<file path="config.mk">
export PLATFORM = sky130hd
export DESIGN_NAME = pe_cell_param
export DESIGN_NICKNAME = d
export VERILOG_FILES = /design/src/rtl/pe_cell_param.sv
export SDC_FILE = /design/constraint.sdc
export NUM_CORES = 1
export LEC_CHECK = 0
export CORE_MARGIN = 10
export CORE_UTILIZATION = 26
export CTS_BUF_LIST = sky130_fd_sc_hd__clkbuf_4 sky130_fd_sc_hd__clkbuf_8
export DETAILED_ROUTE_END_ITERATION = 10
export GPL_ROUTABILITY_DRIVEN = 0
export MAX_ROUTING_LAYER = met4
export PLACE_DENSITY = 0.55
export SYNTH_ARGS = -nofsm -noshare
export SYNTH_HDL_FRONTEND = slang
export SYNTH_SLANG_ARGS = --single-unit
</file>
<file path="constraint.sdc">
create_clock -name clk -period 20.6 [get_ports clk]
set_clock_uncertainty 0.1 [all_clocks]
set_input_delay 4.12 -clock clk [delete_from_list [all_inputs] [get_ports clk]]
set_output_delay 4.12 -clock clk [all_outputs]
set_load 0.05 [all_outputs]
</file>
<file path="src/rtl/pe_cell_param.sv">
// pe_cell_param -- parametrised registered processing element for the NPU
// systolic array.
//
// Activations move left-to-right, weights and partial sums move top-to-bottom.
// Two dataflows are selectable every cycle through `mode`:
//   WS (mode=0): the stationary weight is double-buffered (shadow/active).
//                c_out = sat(c_in + a_in*active) whenever a_in is valid.
//   OS (mode=1): the cell keeps a local accumulator fed by a_in*w_in. `drain`
//                dumps it onto c_out. Otherwise c_in/c_valid_in are forwarded
//                down the drain chain.
// Accumulation saturates to the signed ACCW range and sets the sticky `ovf`.
// err_mult / err_mac flip bit 0 of the product / clamped sum for fault studies.
//
// Parameters: DW   signed data width (weights, activations)
//             ACCW signed accumulator width, must satisfy ACCW >= 2*DW+1
// Ports:
//   clk, rst_n          clock, asynchronous active-low reset
//   mode                0 = WS, 1 = OS
//   w_in, w_load, w_swap   weight from above, shadow load, active<-shadow swap
//   a_in, a_valid_in    activation from the left and its valid
//   c_in, c_valid_in    partial sum from above, OS drain-chain valid
//   drain, acc_clr      OS accumulator dump, accumulator/ovf clear
//   err_mult, err_mac   fault injection on product / sum bit 0
//   w_out               WS: shadow weight, OS: w_in delayed one cycle
//   a_out, a_valid_out  activation pass-through (one cycle)
//   c_out, c_valid_out  registered partial sum and its valid
//   ovf                 sticky saturation flag
module pe_cell_param #(
  parameter int DW   = 8,
  parameter int ACCW = 24
) (
  input  logic                   clk,
  input  logic                   rst_n,
  input  logic                   mode,
  input  logic signed [DW-1:0]   w_in,
  input  logic                   w_load,
  input  logic                   w_swap,
  input  logic signed [DW-1:0]   a_in,
  input  logic                   a_valid_in,
  input  logic signed [ACCW-1:0] c_in,
  input  logic                   c_valid_in,
  input  logic                   drain,
  input  logic                   acc_clr,
  input  logic                   err_mult,
  input  logic                   err_mac,
  output logic signed [DW-1:0]   w_out,
  output logic signed [DW-1:0]   a_out,
  output logic                   a_valid_out,
  output logic signed [ACCW-1:0] c_out,
  output logic                   c_valid_out,
  output logic                   ovf
);

  // Clamp limits expressed at the widened ACCW+1 sum width.
  localparam logic signed [ACCW:0] SUM_MAX = {2'b00, {(ACCW-1){1'b1}}};
  localparam logic signed [ACCW:0] SUM_MIN = {2'b11, {(ACCW-1){1'b0}}};

  // True when a widened sum falls outside the representable ACCW range.
  function automatic logic sat_hit_f(input logic signed [ACCW:0] v);
    return (v > SUM_MAX) || (v < SUM_MIN);
  endfunction

  // Clamp a widened sum back into ACCW bits.
  function automatic logic signed [ACCW-1:0] clamp_f(input logic signed [ACCW:0] v);
    logic signed [ACCW-1:0] r;
    if (v > SUM_MAX) begin
      r = SUM_MAX[ACCW-1:0];
    end else if (v < SUM_MIN) begin
      r = SUM_MIN[ACCW-1:0];
    end else begin
      r = v[ACCW-1:0];
    end
    return r;
  endfunction

  // Registers
  logic signed [DW-1:0]   shadow_r, active_r, w_out_r, a_out_r;
  logic signed [ACCW-1:0] acc_r, c_out_r;
  logic                   a_valid_out_r, c_valid_out_r, ovf_r;

  // Combinational datapath and next-state values
  logic signed [DW-1:0]     weight_s;
  logic signed [2*DW-1:0]   prod_raw_s, prod_s;
  logic signed [ACCW-1:0]   prod_ext_s, addend_s, sum_sat_s;
  logic signed [ACCW:0]     sum_wide_s;
  logic                     sat_s;
  logic signed [DW-1:0]     shadow_n_s, active_n_s, w_out_n_s;
  logic signed [ACCW-1:0]   acc_n_s, c_out_n_s;
  logic                     c_valid_n_s, ovf_set_s, ovf_n_s;

  // OS multiplies the streaming weight; WS uses the stationary active weight.
  assign weight_s   = mode ? w_in : active_r;
  // Operands are sign-extended to 2*DW so the product keeps all its bits.
  assign prod_raw_s = $signed({{DW{a_in[DW-1]}}, a_in}) *
                      $signed({{DW{weight_s[DW-1]}}, weight_s});
  assign prod_s     = prod_raw_s ^ {{(2*DW-1){1'b0}}, err_mult};
  assign prod_ext_s = {{(ACCW-2*DW){prod_s[2*DW-1]}}, prod_s};

  // One shared adder: WS adds to c_in, OS adds to the local accumulator.
  assign addend_s   = mode ? acc_r : c_in;
  assign sum_wide_s = {addend_s[ACCW-1], addend_s} + {prod_ext_s[ACCW-1], prod_ext_s};
  assign sat_s      = sat_hit_f(sum_wide_s);
  assign sum_sat_s  = clamp_f(sum_wide_s) ^ {{(ACCW-1){1'b0}}, err_mac};

  // Next-state selection for weights, sum path, accumulator and overflow flag.
  always_comb begin
    shadow_n_s  = shadow_r;
    active_n_s  = active_r;
    w_out_n_s   = w_out_r;
    acc_n_s     = acc_r;
    c_out_n_s   = c_in;
    c_valid_n_s = 1'b0;
    ovf_set_s   = 1'b0;
    ovf_n_s     = ovf_r;

    if (mode == 1'b0) begin
      // Swap reads the pre-load shadow, so load+swap moves old shadow to active.
      if (w_load) begin
        shadow_n_s = w_in;
      end else begin
        shadow_n_s = shadow_r;
      end
      if (w_swap) begin
        active_n_s = shadow_r;
      end else begin
        active_n_s = active_r;
      end
      w_out_n_s = shadow_n_s;
      if (a_valid_in) begin
        c_out_n_s   = sum_sat_s;
        c_valid_n_s = 1'b1;
        ovf_set_s   = sat_s;
      end else begin
        c_out_n_s   = c_in;
        c_valid_n_s = 1'b0;
      end
    end else begin
      w_out_n_s = w_in;
      if (drain) begin
        // Emit the pre-update value and restart from this cycle's product.
        c_out_n_s   = acc_r;
        c_valid_n_s = 1'b1;
        if (a_valid_in) begin
          acc_n_s = prod_ext_s;
        end else begin
          acc_n_s = {ACCW{1'b0}};
        end
      end else begin
        c_out_n_s   = c_in;
        c_valid_n_s = c_valid_in;
        if (a_valid_in) begin
          acc_n_s   = sum_sat_s;
          ovf_set_s = sat_s;
        end else begin
          acc_n_s = acc_r;
        end
      end
    end

    // Clear beats accumulation, drain reload and a same-cycle saturation.
    if (acc_clr) begin
      acc_n_s = {ACCW{1'b0}};
      ovf_n_s = 1'b0;
    end else begin
      ovf_n_s = ovf_r | ovf_set_s;
    end
  end

  // State and output registers; async reset clears everything.
  always_ff @(posedge clk or negedge rst_n) begin
    if (!rst_n) begin
      shadow_r      <= {DW{1'b0}};
      active_r      <= {DW{1'b0}};
      w_out_r       <= {DW{1'b0}};
      a_out_r       <= {DW{1'b0}};
      a_valid_out_r <= 1'b0;
      acc_r         <= {ACCW{1'b0}};
      c_out_r       <= {ACCW{1'b0}};
      c_valid_out_r <= 1'b0;
      ovf_r         <= 1'b0;
    end else begin
      shadow_r      <= shadow_n_s;
      active_r      <= active_n_s;
      w_out_r       <= w_out_n_s;
      a_out_r       <= a_in;
      a_valid_out_r <= a_valid_in;
      acc_r         <= acc_n_s;
      c_out_r       <= c_out_n_s;
      c_valid_out_r <= c_valid_n_s;
      ovf_r         <= ovf_n_s;
    end
  end

  assign w_out       = w_out_r;
  assign a_out       = a_out_r;
  assign a_valid_out = a_valid_out_r;
  assign c_out       = c_out_r;
  assign c_valid_out = c_valid_out_r;
  assign ovf         = ovf_r;

endmodule
</file>
==> Word-level counts from Yosys, hierarchy flattened <==
Cells that the tools add are included.
Widths: inputs -> output; s select.
{ "word_totals": {"ff_bits": 83, "inputBits": 51, "out_inout_bits": 43} }
{ "op_classes": {"order_cmp": 2, "muxes": 21, "multipliers": 1, "n_bitwise": 4, "n_addsub": 1, "n_reduce_logical": 5} }
{ "op_table": {"columns": ["op", "count"], "rows": [
  ["$mux 24", 11],
  ["$add 24x16->25", 1],
  ["$gt 25x24->1 const B", 1],
  ["$lt 25x24->1 const B", 1],
  ["$mux 8", 3],
  ["$xor 24x1->24", 1],
  ["$mul 8x8->16", 1],
  ["$xor 16x1->16", 1],
  ["$mux 1", 7],
  ["$reduce_and 2->1", 2],
  ["$reduce_bool 3->1", 1],
  ["$reduce_bool 2->1", 1],
  ["$logic_or 1x1->1", 1],
  ["$not 1->1", 1],
  ["$or 1x1->1", 1]
]} }

==> Longest topological paths before layout <==
Gate-level depths: netlist of the first run.
{ "depth": {"depth_word": 12, "depth_mapped": 35} }

==> Least setup slack after synthesis of the first run <==
Ideal clock, no wire load.
{ "synth_timing": {"path_type": "input to register", "start": "input port mode", "end": "register acc_r[10]", "arrival_ns": 11.672, "path_stages": 31, "setup_time_ns": 0.139, "path_slack_ns": 8.689, "path_buffers": 5, "required_ns": 20.361, "cell_sequence": "buf_2 > clkbuf_1 > clkbuf_1 > mux2i_1 > nand2b_1 > fa_1 > fa_1 > inv_1 > fa_1 > inv_1 > fa_1 > inv_1 > ha_1 > a21o_1 > a21oi_2 > a21oi_2 > o41a_1 > xnor2_2 > clkinv_1 > ha_1 > a21o_1 > a21o_1 > a21oi_1 > o2bb2ai_1 > a21oi_2 > nor3_1 > or3_1 > buf_6 > buf_8 > a21oi_1 > o31ai_2"} }
{ "synth_between": {"elab_chain_len": 12, "word_cells_on_any_way": 17} }
{ "synth_lines": {"columns": ["item", "line_no", "source"], "rows": [
  ["start, declared", "34", "input logic mode,"],
  ["$mux 8", "92", "assign weight_s = mode ? w_in : active_r;"],
  ["$mul 8x8->16", "94", "assign prod_raw_s = $signed({{DW{a_in[DW-1]}}, a_in}) *"],
  ["$xor 16x1->16", "96", "assign prod_s = prod_raw_s ^ {{(2*DW-1){1'b0}}, err_mult};"],
  ["$add 24x16->25", "101", "assign sum_wide_s = {addend_s[ACCW-1], addend_s} + {prod_ext_s[ACCW-1], prod_ext_s};"],
  ["$lt 25x24->1", "68", "end else if (v < SUM_MIN) begin"],
  ["$mux 24", "68", null],
  ["$mux 24", "66", "if (v > SUM_MAX) begin"],
  ["$xor 24x1->24", "103", "assign sum_sat_s = clamp_f(sum_wide_s) ^ {{(ACCW-1){1'b0}}, err_mac};"],
  ["$mux 24", "151", "if (a_valid_in) begin"],
  ["$mux 24", "139", "if (drain) begin"],
  ["$mux 24", "116", "if (mode == 1'b0) begin"],
  ["$mux 24", "161", "if (acc_clr) begin"],
  ["end signal, assigned", "177", "acc_r <= {ACCW{1'b0}};"],
  ["end signal, assigned", "187", "acc_r <= acc_n_s;"],
  ["end, declared", "78", "logic signed [ACCW-1:0] acc_r, c_out_r;"]
]} }
Parallel ways exist; a longest one is shown, timed or not. The select of a mux whose other input is x is not followed.
A chain may end at the register's enable or synchronous reset.

==> Final worst setup path of the first run <==
{ "layout_timing": {"start": "input port mode", "end": "register acc_r[0]"} }
Same word-level chain as after synthesis.

==> results.py, run 1 <==
metrics = {
    "status": {
        "run_status": "finished, final reports clean",
    },
    "clocking": {
        "cts_buffers": 9,
        "cts_tree": "yes",
        "root_buffer": "clkbuf_8",
        "insertion_delay_ps": 400,
        "hold_buffers": 0,
        "htreeDepth": 3,
        "cts.clk_slew.worst_paths_ps": 110,
        "post_cts_buffers": 0,
        "cts_repair_resize_count": 0,
        "cts.sinks": 83,
        "cts_max_path_buffers": 2,
    },
    "drt": {
        "vias": 6276,
        "firstDrtPassIters": 5,
        "drt_first_iter_violations": 355,
        "drt-wirelength-per-cell_um": 16.4,
        "routed_wirelength_mm": 21.8,
        "viasPerCell": 4.72,
        "ant_nets": 0,
        "drcViolationCount": 0,
    },
    "floorplan": {
        "ioPinCount": 94,
        "die_area_um2": 39200,
        "rows": 65,
        "die_y_um": 198,
        "die_x_um": 198,
        "core_um2": 31400,
        "start_util_pct": 26.2,
    },
    "yosys": {
        "synth_edf_count": 0,
        "ys_ff_latch": 83,
        "synth_area_um2": 8230,
        "yosys.area.top_type_share_pct": 25.2,
        "avgSynthCellArea_um2": 9.70,
        "synth.most_common_cell": "inv_1",
        "synthTopCellsByCount": "inv_1, dfrtp_1, nand2_1",
        "yosysSeqAreaShare_pct": 25.2,
        "synth_nets": 1006,
        "ys_warn_count": 0,
        "synthTopCellsByArea": "dfrtp_1, fa_1, mux2_2, ha_1, inv_1",
        "synth_async_sr_flop_share_pct": 100,
        "synth_cell_types": 69,
        "synth_area_leader_cell": "dfrtp_1",
        "ys.flop_type": "dfrtp_1",
        "syn_inst": 848,
    },
    "sta": {
        "max-slew-margin-rel_pct": 26.7,
        "rsz0062_at_grt": "false",
        "tns_ps": 0,
        "worst_slew_pin_slew_ps": 1100,
        "layout_setup_ws_ps": 8060,
        "period_needed_ps": 12540,
        "hold_viol_final": 0,
        "max_freq_ghz": 0.0798,
        "drv_slew": 0,
        "post-route-period-util_pct": 60.9,
        "setup_viol": 0,
    },
    "setup_path": {
        "critPathTopFamily": "compound AO/OA/AOI/OAI gates",
        "worstPathRequired_ps": 20820,
        "critPathBufInv": 5,
        "crit_top_cell": "fa_1",
        "crit_path_start_kind": "primary input",
        "slowest_delay_ps": 930,
        "slowest_stage": "a31oi_4",
        "end_kind": "register",
        "crit_path_max_fanout": 41,
        "arrival_ps": 12760,
        "path_class": "primary input to register",
    },
    "final_layout": {
        "diodes": 0,
        "syn2layout_area_growth_pct": 17.8,
        "drive_above_1_share_pct": 14.3,
        "n_fill_cell": 3293,
        "final_util_pct": 30.9,
        "nNetsFinal": 1082,
        "finalInstanceArea_um2": 9690,
    },
    "grt": {
        "use_met3_pct": 1.70,
        "grt_pass1_wl_mm": 35.5,
        "grt_pass1_vias": 6470,
        "antenna_found_initial": 0,
        "globalRouteMet2Util_pct": 19.6,
        "track_usage_pct": 11.8,
        "overflow": 0,
        "grt_use_met1_pct": 14.5,
        "grt.busiest_layer": "met2",
        "grt_max_degree": 63,
    },
    "worst_hold_path": {
        "hp-class": "register to register",
    },
    "job": {
        "drv_cap": 0,
    },
    "placement": {
        "io_buffers": 93,
        "dpl_cell_area_um2": 9510,
        "place_ws_ps": 7770,
        "dp_hpwl_mm": 16.6,
    },
}
[layout make-up]
type	instances	area, um^2	area share (%)
clock buffer	10	131	1.36
clock inverter	6	47.5	0.491
inverter	98	368	3.80
multi-input combinational	633	5600	57.8
sequential	83	2080	21.4
tap	402	503	5.19
timing repair buffer	99	966	9.97
[flip-flops by register name, indices dropped and copies added (netlist names)]
signal	flops
a_out	8
a_valid_out	1
acc_r	24
active_r	8
c_out	24
c_valid_out	1
ovf	1
shadow_r	8
w_out	8
[cell families (layout without fill, tap and decap cells)]
logic type / count (synthesis) / after routing / share of synthesized area (%)
adders and majority gates: 107 / 107 / 21.4
DFF: 83 / 83 / 25.2
AOI/OAI and AO/OA: 200 / 200 / 17.7
buffers and inverters: 132 / 213 / 6.69
muxes: 85 / 85 / 11.4
and+or+nand+nor: 197 / 197 / 12.1
xor gates and xnor gates: 44 / 44 / 5.44
[metal layers]
metal,vias up,part of all wire [%]
met2,106,50
met4,0,1.3
met1,3103,45
met5,-,0
li1,3052,-
met3,15,3.7
[worst min-delay path: stages (launching register included)]
cell     delay, ps
dfrtp_1        370
nand2_1         50
o31ai_1         50
[per-stage QoR]
step,instances,hold slack [ps]
6_report,1331,405
4_1_cts,1331,411
3_5_place_dp,1315,385
2_1_floorplan,848,357
3_3_place_gp,1315,376
5_1_grt,1331,423
[layout by cell type, fill, tap and decap left out, drive strengths merged, types with 33 or more instances in the layout]
master,count
inv,99
clkdlybuf4s50,90
dfrtp,83
nand2,75
mux2,71
a21oi,58
fa,56
ha,51
nor2,36
o21ai,35
nor2b,33
[path summary, 6_finish.rpt]
kind                       cells past startpoint        start  slack, ps          end
max                                           27         mode       8060     acc_r[0]
min                                            2     acc_r[8]        410     acc_r[8]
max reg2reg                                   26  active_r[6]      11980     acc_r[0]
min reg2reg                                    2     acc_r[8]        410     acc_r[8]
max in group asynchronous                      2        rst_n      15710    acc_r[12]
min in group asynchronous                      1        rst_n       3490  active_r[4]
Power of run 1 is not shown: default switching activity piles up to over one toggle a cycle in this logic, so the estimate is an artifact.
==> run 2, diff against run 1 <==
Settings changed: PLACE_DENSITY 0.55 to 0.57.
Clock period 20.6 ns to 11.3 ns, I/O delays scaled along.
==> run 2 against run 1 <==
Effect of this change: worst hold slack got worse by 10 ps; routed wire length rose by 0.47%; core utilization rose by 0.26 points; count of clock-buffer cells in the layout did not move; sequential share of layout area fell by 0.18 points; critical path depth did not move; die area did not move; first-iteration DRC count rose by 14%; non-clock buffer count rose by 7; sequential cell count did not move; critical path type unchanged; largest cell class unchanged.
==> results.py, run 2 (synthesis results as in run 1) <==
metrics = {
    "drt": {
        "ant_nets": 0,
        "drt-wirelength-per-cell_um": 16.3,
        "firstDrtPassIters": 4,
        "vias": 6338,
        "drcViolationCount": 0,
        "drt_first_iter_violations": 403,
        "viasPerCell": 4.73,
        "routed_wirelength_mm": 21.9,
    },
    "setup_path": {
        "path_class": "primary input to register",
        "worstPathRequired_ps": 11500,
        "end_kind": "register",
        "crit_path_max_fanout": 17,
        "r2r-end": "acc_r[10]",
        "crit_path_start_kind": "primary input",
        "r2r_start": "active_r[6]",
        "reg2reg_setup_slack_ps": 3060,
        "arrival_ps": 10410,
        "r2r_cells": 26,
    },
    "floorplan": {
        "ioPinCount": 94,
        "die_x_um": 198,
        "core_um2": 31400,
        "die_area_um2": 39200,
        "start_util_pct": 26.2,
        "die_y_um": 198,
        "rows": 65,
    },
    "grt": {
        "grt_max_degree": 68,
        "antenna_found_initial": 1,
        "grt_pass1_wl_mm": 35.8,
        "track_usage_pct": 11.8,
        "grt_pass1_vias": 6593,
        "overflow": 0,
    },
    "clocking": {
        "post_cts_buffers": 0,
        "insertion_delay_ps": 400,
        "cts_buffers": 9,
        "cts_max_path_buffers": 2,
        "hold_buffers": 0,
        "cts.clk_slew.worst_paths_ps": 80,
        "cts_tree": "yes",
        "root_buffer": "clkbuf_8",
        "htreeDepth": 3,
        "cts_repair_resize_count": 0,
        "cts.sinks": 83,
    },
    "sta": {
        "rsz0062_at_grt": "false",
        "max_freq_ghz": 0.0979,
        "worst_slew_pin_slew_ps": 755,
        "hold_viol_final": 0,
        "max-slew-margin-rel_pct": 48.2,
        "drv_slew": 0,
        "setup_viol": 0,
        "period_needed_ps": 10220,
        "post-route-period-util_pct": 90.4,
        "layout_setup_ws_ps": 1080,
        "tns_ps": 0,
    },
    "final_layout": {
        "n_fill_cell": 3285,
        "final_common_cell": "inv_1",
        "finalInstanceArea_um2": 9770,
        "nNetsFinal": 1089,
        "layout_common_cells": "inv_1, clkdlybuf4s50_1, dfrtp_1",
        "syn2layout_area_growth_pct": 18.8,
        "drive_above_1_share_pct": 15.0,
    },
    "status": {
        "run_status": "finished, final reports clean",
    },
    "worst_hold_path": {
        "holdPathEnd": "acc_r[9]",
        "hold_start": "acc_r[9]",
        "whs_path_depth": 2,
        "hp-class": "register to register",
    },
    "job": {
        "drv_cap": 0,
    },
    "placement": {
        "place_ws_ps": 696,
        "dp_hpwl_mm": 16.8,
        "io_buffers": 93,
        "dpl_cell_area_um2": 9570,
    },
}
[run 2: changes by cell type in the layout (fill, tap and decap cells not counted)]
cell	change
buf_4	+7
bufinv_16	+1
inv_8	+1
clkinv_4	-1
clkinvlp_4	-1
diode_2	+1
[run 2: routing by layer]
layer | up-vias | GRT usage, % | share of wire (%)
met1 | 3105 | 14.6 | 46
met5 | - | - | 0
met2 | 135 | 19.1 | 48
met3 | 24 | 2.02 | 4.3
li1 | 3074 | - | -
met4 | 0 | 4.44 | 2.0
[run 2: worst max path at each step]
stage	startpoint	endpoint	slack, ps	cells past startpoint
3_3_place_gp	w_in[6]	acc_r[11]	930	27
6_report	w_in[6]	acc_r[10]	1080	27
5_1_grt	w_in[6]	acc_r[9]	510	27
2_1_floorplan	mode	acc_r[10]	1250	31
3_5_place_dp	w_in[6]	acc_r[12]	700	27
4_1_cts	w_in[6]	acc_r[10]	1100	27
[run 2: metrics by stage]
| stage | hold WS, ps | util [%] | std cells |
|---|---|---|---|
| 6_report | 395 | 31.1 | 1339 |
| 5_1_grt | 434 | 31.1 | 1339 |
| 4_1_cts | 404 | 31.1 | 1338 |
| 3_5_place_dp | 380 | 30.5 | 1322 |
| 3_3_place_gp | 380 | 30.5 | 1322 |
| 2_1_floorplan | 357 | - | 848 |
[run 2: layout make-up]
class                   count  area, um^2  share of cell area, %
well taps                 402         503                   5.15
flip-flops and latches     83        2080                   21.3
repair buffers            106        1020                   10.4
diodes                      1        2.50                 0.0256
inverters                  98         368                   3.76
clock inverters             6        72.6                  0.743
multi-input cells         633        5600                   57.3
clock buffers              10         131                   1.34
[run 2: critical path: stages]
cell,delay (ps)
clkdlybuf4s50_1,440
mux2i_1,620
nand2b_1,230
fa_1,450
fa_1,550
inv_1,60
fa_1,520
inv_1,50
fa_1,530
inv_1,40
ha_1,340
a21o_1,190
a21oi_2,180
a21oi_2,110
o41a_1,470
xnor2_2,250
clkinv_1,410
ha_1,500
a21o_1,210
a21o_1,180
a21oi_1,180
o2bb2ai_1,160
a211oi_2,280
a21boi_2,260
or3_1,590
a21oi_1,120
o31ai_2,230
Power of run 2 is left out for the same reason.
